File: src/rtl/bar_uart_report_if.sv
// bar_uart_report_if: signal bundle between the scan stage / board pin and bar_uart_report.
//   loc_y     : current raster line (driven by the video timing side)
//   scan_data : 13 BCD digits from the scanner, digit 0 leading, digit 12 check digit
//   uart_tx   : serial line, idle high
//   tx_busy   : report engine active (not idle)
//   check_ok  : result of the last completed check-digit verification
//   code_out  : last captured digits
// master = producer of loc_y/scan_data, slave = bar_uart_report.
interface bar_uart_report_if;
    logic [9:0]       loc_y;
    logic [12:0][3:0] scan_data;
    logic             uart_tx;
    logic             tx_busy;
    logic             check_ok;
    logic [12:0][3:0] code_out;

    modport master (
        output loc_y, scan_data,
        input  uart_tx, tx_busy, check_ok, code_out
    );

    modport slave (
        input  loc_y, scan_data,
        output uart_tx, tx_busy, check_ok, code_out
    );
endinterface

File: src/rtl/bar_uart_report.sv
// bar_uart_report: once per frame snapshots the scanner's 13 EAN-13 digits, verifies the
// check digit with a serial accumulate / subtract-ten datapath, suppresses repeats of the
// last reported code and sends the code as a 16-byte ASCII line ("ddddddddddddd" + V/X +
// CR LF) on an 8N1 UART.
// Ports:
//   clk : pixel clock
//   rst : asynchronous active-high reset (line returns high at once)
//   bus : bar_uart_report_if.slave (loc_y, scan_data in; uart_tx, tx_busy, check_ok,
//         code_out out)
module bar_uart_report #(
    parameter int unsigned CLK_FREQ  = 50_000_000,
    parameter int unsigned BAUD_RATE = 115200,
    parameter logic [9:0]  CAP_LINE  = 10'd123,
    parameter bit          DEDUP     = 1'b1
) (
    input logic              clk,
    input logic              rst,
    bar_uart_report_if.slave bus
);

    localparam int unsigned BitCyc = CLK_FREQ / BAUD_RATE;
    localparam int unsigned CntW   = (BitCyc > 1) ? $clog2(BitCyc) : 1;
    localparam logic [CntW-1:0] BaudLast = CntW'(BitCyc - 1);

    typedef enum logic [2:0] {
        StIdle,
        StSnap,
        StCheck,
        StMod,
        StDecide,
        StTxLoad,
        StTxBit
    } state_t;

    state_t           state;
    logic             line_hit_d;
    logic [12:0][3:0] code_q;
    logic [7:0]       acc;
    logic [3:0]       idx;
    logic             bad;
    logic             check_ok_q;
    logic             busy_q;
    logic             uart_tx_q;
    logic             last_valid;
    logic             last_ok;
    logic [12:0][3:0] last_code;
    logic [3:0]       byte_idx;
    logic [3:0]       bit_idx;
    logic [CntW-1:0]  baud_cnt;
    // Stop bit + data bits still to send; the start bit is driven directly at load time.
    logic [8:0]       shift_q;

    logic             line_hit;
    logic             trigger;
    logic [15:0][3:0] code_pad;
    logic [3:0]       cur_digit;
    logic [7:0]       digit8;
    logic [7:0]       addend;
    logic             snap_bad;
    logic [3:0]       exp_digit;
    logic             check_new;
    logic             dup;
    logic [3:0]       byte_digit;
    logic [7:0]       cur_byte;

    assign line_hit = (bus.loc_y == CAP_LINE);
    assign trigger  = line_hit & ~line_hit_d;

    // Padded to 16 entries so 4-bit indices never leave the array.
    assign code_pad  = {12'h000, code_q};
    assign cur_digit = code_pad[idx];
    assign digit8    = {4'h0, cur_digit};
    assign addend    = idx[0] ? (digit8 + (digit8 << 1)) : digit8;

    always_comb begin
        snap_bad = 1'b0;
        for (int i = 0; i < 13; i++) begin
            if (bus.scan_data[i] > 4'd9) snap_bad = 1'b1;
        end
    end

    // acc is already reduced below ten when this is used.
    assign exp_digit = (acc == 8'd0) ? 4'd0 : (4'd10 - acc[3:0]);
    assign check_new = ~bad & (exp_digit == code_q[12]);
    assign dup       = DEDUP && last_valid && (last_code == code_q) && (last_ok == check_new);

    assign byte_digit = code_pad[byte_idx];

    always_comb begin
        cur_byte = 8'h0A;
        if (byte_idx < 4'd13) begin
            cur_byte = (byte_digit > 4'd9) ? 8'h3F : (8'h30 + {4'h0, byte_digit});
        end else if (byte_idx == 4'd13) begin
            cur_byte = check_ok_q ? 8'h56 : 8'h58;
        end else if (byte_idx == 4'd14) begin
            cur_byte = 8'h0D;
        end
    end

    always_ff @(posedge clk or posedge rst) begin
        if (rst) begin
            state      <= StIdle;
            line_hit_d <= 1'b0;
            code_q     <= '0;
            acc        <= 8'd0;
            idx        <= 4'd0;
            bad        <= 1'b0;
            check_ok_q <= 1'b0;
            busy_q     <= 1'b0;
            uart_tx_q  <= 1'b1;
            last_valid <= 1'b0;
            last_ok    <= 1'b0;
            last_code  <= '0;
            byte_idx   <= 4'd0;
            bit_idx    <= 4'd0;
            baud_cnt   <= '0;
            shift_q    <= 9'h1FF;
        end else begin
            line_hit_d <= line_hit;
            case (state)
                StIdle: begin
                    if (trigger) begin
                        busy_q <= 1'b1;
                        state  <= StSnap;
                    end
                end
                StSnap: begin
                    code_q <= bus.scan_data;
                    acc    <= 8'd0;
                    idx    <= 4'd0;
                    bad    <= snap_bad;
                    state  <= StCheck;
                end
                StCheck: begin
                    acc <= acc + addend;
                    idx <= idx + 4'd1;
                    if (idx == 4'd11) state <= StMod;
                end
                StMod: begin
                    // One subtraction per cycle; exit once the remainder is below ten.
                    if (acc >= 8'd10) acc <= acc - 8'd10;
                    else state <= StDecide;
                end
                StDecide: begin
                    check_ok_q <= check_new;
                    if (dup) begin
                        busy_q <= 1'b0;
                        state  <= StIdle;
                    end else begin
                        last_valid <= 1'b1;
                        last_code  <= code_q;
                        last_ok    <= check_new;
                        byte_idx   <= 4'd0;
                        state      <= StTxLoad;
                    end
                end
                StTxLoad: begin
                    shift_q   <= {1'b1, cur_byte};
                    bit_idx   <= 4'd0;
                    baud_cnt  <= '0;
                    uart_tx_q <= 1'b0;
                    state     <= StTxBit;
                end
                StTxBit: begin
                    if (baud_cnt == BaudLast) begin
                        baud_cnt <= '0;
                        if (bit_idx == 4'd9) begin
                            // Line stays high (stop level) through the next load cycle.
                            if (byte_idx == 4'd15) begin
                                busy_q <= 1'b0;
                                state  <= StIdle;
                            end else begin
                                byte_idx <= byte_idx + 4'd1;
                                state    <= StTxLoad;
                            end
                        end else begin
                            bit_idx   <= bit_idx + 4'd1;
                            uart_tx_q <= shift_q[0];
                            shift_q   <= {1'b1, shift_q[8:1]};
                        end
                    end else begin
                        baud_cnt <= baud_cnt + 1'b1;
                    end
                end
                default: state <= StIdle;
            endcase
        end
    end

    assign bus.uart_tx  = uart_tx_q;
    assign bus.tx_busy  = busy_q;
    assign bus.check_ok = check_ok_q;
    assign bus.code_out = code_q;

endmodule
File: src/flat_wrapper.sv
// flat-port wrapper written by rule: the top's interface ports become plain ports
module bar_uart_report_flat 
#(
    parameter int unsigned CLK_FREQ  = 50_000_000,
    parameter int unsigned BAUD_RATE = 115200,
    parameter logic [9:0]  CAP_LINE  = 10'd123,
    parameter bit          DEDUP     = 1'b1
)
  (clk, rst, bus_loc_y, bus_scan_data, bus_uart_tx, bus_tx_busy, bus_check_ok, bus_code_out);
  bar_uart_report_if bus_i ();
  input logic clk;
  input logic rst;
  input wire logic [$bits(bus_i.loc_y)-1:0] bus_loc_y;
  input wire logic [$bits(bus_i.scan_data)-1:0] bus_scan_data;
  output wire logic [$bits(bus_i.uart_tx)-1:0] bus_uart_tx;
  output wire logic [$bits(bus_i.tx_busy)-1:0] bus_tx_busy;
  output wire logic [$bits(bus_i.check_ok)-1:0] bus_check_ok;
  output wire logic [$bits(bus_i.code_out)-1:0] bus_code_out;
  assign bus_i.loc_y = bus_loc_y;
  assign bus_i.scan_data = bus_scan_data;
  assign bus_uart_tx = bus_i.uart_tx;
  assign bus_tx_busy = bus_i.tx_busy;
  assign bus_check_ok = bus_i.check_ok;
  assign bus_code_out = bus_i.code_out;
  bar_uart_report #(.CLK_FREQ(CLK_FREQ), .BAUD_RATE(BAUD_RATE), .CAP_LINE(CAP_LINE), .DEDUP(DEDUP)) u_core (.clk(clk), .rst(rst), .bus(bus_i));
endmodule
File: config.mk
export PLATFORM = sky130hd
export DESIGN_NAME = bar_uart_report_flat
export DESIGN_NICKNAME = d
export VERILOG_FILES = /design/src/rtl/bar_uart_report_if.sv /design/src/rtl/bar_uart_report.sv /design/src/flat_wrapper.sv
export SDC_FILE = /design/constraint.sdc
export NUM_CORES = 1
export LEC_CHECK = 0
export BUFFER_PORTS_ARGS = -buffer_cell sky130_fd_sc_hd__buf_2
export CORE_UTILIZATION = 40
export CTS_CLUSTER_DIAMETER = 50
export DETAILED_ROUTE_END_ITERATION = 10
export HOLD_SLACK_MARGIN = 0.03
export PLACE_DENSITY = 0.6
export SLEW_MARGIN = 40
export SYNTH_ARGS = -nofsm -noshare
export SYNTH_HDL_FRONTEND = slang
export SYNTH_SLANG_ARGS = --single-unit
File: constraint.sdc
create_clock -name clk -period 13.2 [get_ports clk]
set_input_delay 3.96 -clock clk [delete_from_list [all_inputs] [get_ports clk]]
set_output_delay 3.96 -clock clk [all_outputs]
set_load 0.02 [all_outputs]
==> metrics.md <==
| Metric | Value |
|---|---|
| Status | `finished, final reports clean` |
| Final setup fails | `0` |
| Inserted Clock Buffers | `17` |
| Power share of the clock group | `17.0%` |
| Flops & latches, synth | `151` |
| Max-slew violations | `0` |
| Max clock buf depth | `2` |
| Routability cong. | `0.821` |
| Worst Path Required | `9240 ps` |
| Post-synth EDFFs | `0` |
| Hold Violations, Final | `0` |
| Slew margin rel. | `49.1%` |
| CP max-delay cell | `dfrtp_1` |
| Fmax | `189 MHz` |
| Synth warn | `0` |
| Top-area cell type share of the netlist area | `40.2%` |
| Num rows | `53` |
| Crit Path Max Fanout | `10` |
| Seq/Total Area, Yosys | `42.9%` |
| DP Cell Count | `1,145` |
| Fin util | `47.7%` |
| Nets@finish | `980` |
| Initial antenna violation count | `0` |
| Gate power share | `47.5%` |
| WHS | `467 ps` |
| FFs w/ async S/R, synth | `100%` |
| Setup TNS | `0 ps` |
| # IOs | `119` |
| Simple-gate share of the synthesized area | `10.8%` |
| Psw | `1.20 mW` |
| Top delay family on crit path | `flip-flops` |
| Count of max-cap constraint violations | `0` |
| Worst Setup Slack, final | `7910 ps` |
| Synth cell types | `66` |
| Most numerous cell in the Yosys netlist | `dfrtp_1` |
| Largest family of logic cells by synthesized area | `multiplexers` |
| Total wire length | `22.5 mm` |
| Share of power burned in registers | `35.5%` |
| Syn_nets | `873` |
| Post-route insts no fill | `1,177` |
| TritonCTS clock tree | `done` |
| Met3 usage | `3.94%` |
| Clock slew at reported path FFs | `60 ps` |
| Period utilization | `40.1%` |
| Largest net degree at the start of global routing | `94` |
| Number of global-route vias before repair | `6,491` |
| Switch share | `42.9%` |
| Slew at the pin with the worst max-slew slack | `764 ps` |
| HP Class | `flip-flop to flip-flop` |
| Synth Area in XOR/XNOR | `5.61%` |
| DP Area | `9620 sq um` |
| Post-Synth Adder-Cell Area | `4.00%` |
| PostCTS Resize Cnt | `0` |
| Crit start category | `flip-flop` |
| Synth area leader | `dfrtp_1` |
| Syn_area_per_cell | `11.3 sq um` |
| Routed length per placed instance | `19.1 um` |
| Cell Pwr Density | `276 nW/um^2` |
| Total grt overflow | `0` |
| Max IR drop VDD | `151 uV` |
| Core area | `21,400 sq um` |
| Minimum clock period | `5290 ps` |
| Vias per cell | `5.60` |
| Initial DRC count | `441` |
| Die X | `151 um` |
| Total Routing Usage GR | `21.1%` |
| Die height | `151 um` |
| Met2 GRT Util | `33.1%` |
| Worst path cell trace | `buf_2` |
| First-pass GRT wire length | `36.4 mm` |
| Cts hold-fix bufs | `0` |
| Internal | `1.60 mW` |
| Post-synthesis cell area | `8830 sq um` |
| Root Driver | `clkbuf_16` |
| Synth top area cells | `dfrtp_1, mux2_2, mux2_4` |
| Total power | `2.81 mW` |
| Hpwl dp | `15.8 mm` |
| Crit path kind | `flip-flop to output port` |
| Die ar. | `22,700 sq um` |
| CTS Sinks | `151` |
| Area Growth Syn to Fin | `15.4%` |
| Delay of the slowest critical-path stage | `650 ps` |
| Number of remaining DRC errors | `0` |
| CP arrival | `1330 ps` |
| Synth Area in Compound Gates | `11.8%` |
| Port Buffers | `118` |
| Layout cell share with drive strength beyond 1 | `33.0%` |
| Worst Path Buf+Inv | `1` |
| DP Worst Slack | `7810 ps` |
| Clk Latency, worst-skew pair | `430 ps` |
| RSZ-0062 raised after global routing | `no` |
| Synth Instances | `782` |
| Skew final | `9.41 ps` |
| H-tree levels | `4` |
| ANT cells | `0` |
| Gr busiest metal | `met2` |
| Leak Pwr | `4.47 nW` |
| Post-synthesis mux area share | `21.4%` |
| Via count | `6,591` |
| CP endpoint kind | `output port` |
| Prevailing post-synth register cell | `dfrtp_1` |
| DRT Pass-1 Iters | `5` |
| Detail Route Antenna Nets | `0` |
| Met1 Use GR | `29.3%` |
| Postcts setup bufs | `0` |
| Synth cell count leaders | `dfrtp_1, mux2_2, o21ai_0` |
| Initial Util | `41.4%` |
| Final instance area | `10,200 sq um` |
registers in the layout, summed over array words and instances, names as in the netlist, 4 cells and up:
| signal | cells |
|---|---|
| u_core.idx | 4 |
| u_core.bit_idx | 4 |
| u_core.acc | 8 |
| u_core.shift_q | 8 |
| u_core.baud_cnt | 9 |
| u_core.last_code | 52 |
| u_core.bus.code_out | 52 |
| u_core.byte_idx | 4 |
worst register-to-register path, delay by kind of cell (launching register included):
family          cells  cell delay (ps)
mux                 1               80
compound gates      9             1640
simple gates        2              370
buf+inv             1               60
fa+ha+maj           3             1070
flops               1              800
power groups by stage:
stage                     clock network, mW  logic [mW]  registers, mW
final                                 0.476        1.33          0.998
after global placement                    0        1.32          0.999
after CTS                             0.485        1.34          0.998
after floorplan                           0       0.997          0.947
after detailed placement                  0        1.33           1.00
after global routing                  0.506        1.48           1.03
layer usage:
metal / up-vias / share of wire, %
met5: - / 0
met4: 0 / 2.1
met3: 30 / 4.7
met2: 185 / 48
met1: 3271 / 45
li1: 3105 / -
cells in the final DEF, fill, tap and decap left out, types with 9 or more instances in the layout:
| cell | Yosys | final |
|---|---|---|
| a21oi_1 | 28 | 28 |
| buf_2 | 3 | 118 |
| clkbuf_16 | 0 | 17 |
| dfrtp_1 | 142 | 141 |
| dfstp_2 | 9 | 9 |
| ha_1 | 25 | 25 |
| inv_1 | 27 | 26 |
| mux2_2 | 69 | 69 |
| mux2_4 | 30 | 30 |
| mux2i_1 | 14 | 14 |
| mux4_2 | 20 | 20 |
| nand2_1 | 48 | 48 |
| nand2b_1 | 10 | 10 |
| nand3_1 | 16 | 16 |
| nand4_1 | 15 | 15 |
| nor2_1 | 31 | 31 |
| nor3_1 | 12 | 11 |
| nor4_1 | 10 | 9 |
| o21ai_0 | 66 | 66 |
| o22ai_1 | 9 | 9 |
| xnor2_1 | 21 | 21 |
| xor2_1 | 33 | 33 |
area by class of cell:
| class | count | area, sq um |
|---|---|---|
| flip-flops and latches | 151 | 3790 |
| fillers | 2004 | 11200 |
| well taps | 275 | 344 |
| repair buffers | 122 | 628 |
| clock buffers | 17 | 425 |
| inverters | 29 | 116 |
| multi-input cells | 568 | 4740 |
| clock inverters | 15 | 140 |
final timing paths:
check                                               startpoint                                  end  slack, ps  cells past startpoint
setup / recovery           u_core.bus.code_out[49]$_DFFE_PP0P_                     bus_code_out[49]       7910                      1
setup reg to reg                     u_core.idx[1]$_DFFE_PP0P_            u_core.acc[6]$_DFFE_PP0P_       9070                     16
hold reg to reg                  u_core.shift_q[0]$_DFFE_PP1P_       u_core.bus.uart_tx$_DFFE_PP1P_        470                      2
hold / removal                   u_core.shift_q[0]$_DFFE_PP1P_       u_core.bus.uart_tx$_DFFE_PP1P_        470                      2
max in group asynchronous                                  rst     u_core.last_code[38]$_DFFE_PP0P_       8570                      3
min in group asynchronous                                  rst  u_core.bus.code_out[39]$_DFFE_PP0P_       3640                      2
logic make-up after synthesis:
group                    Yosys count
multiplexers                     139
flip-flops                       151
AND/OR/NAND/NOR                  184
adder cells (fa/ha/maj)           27
AO/OA/AOI/OAI                    163
XOR/XNOR                          55
buffers and inverters             63
Note: power is estimated with default switching activity, not from simulation.
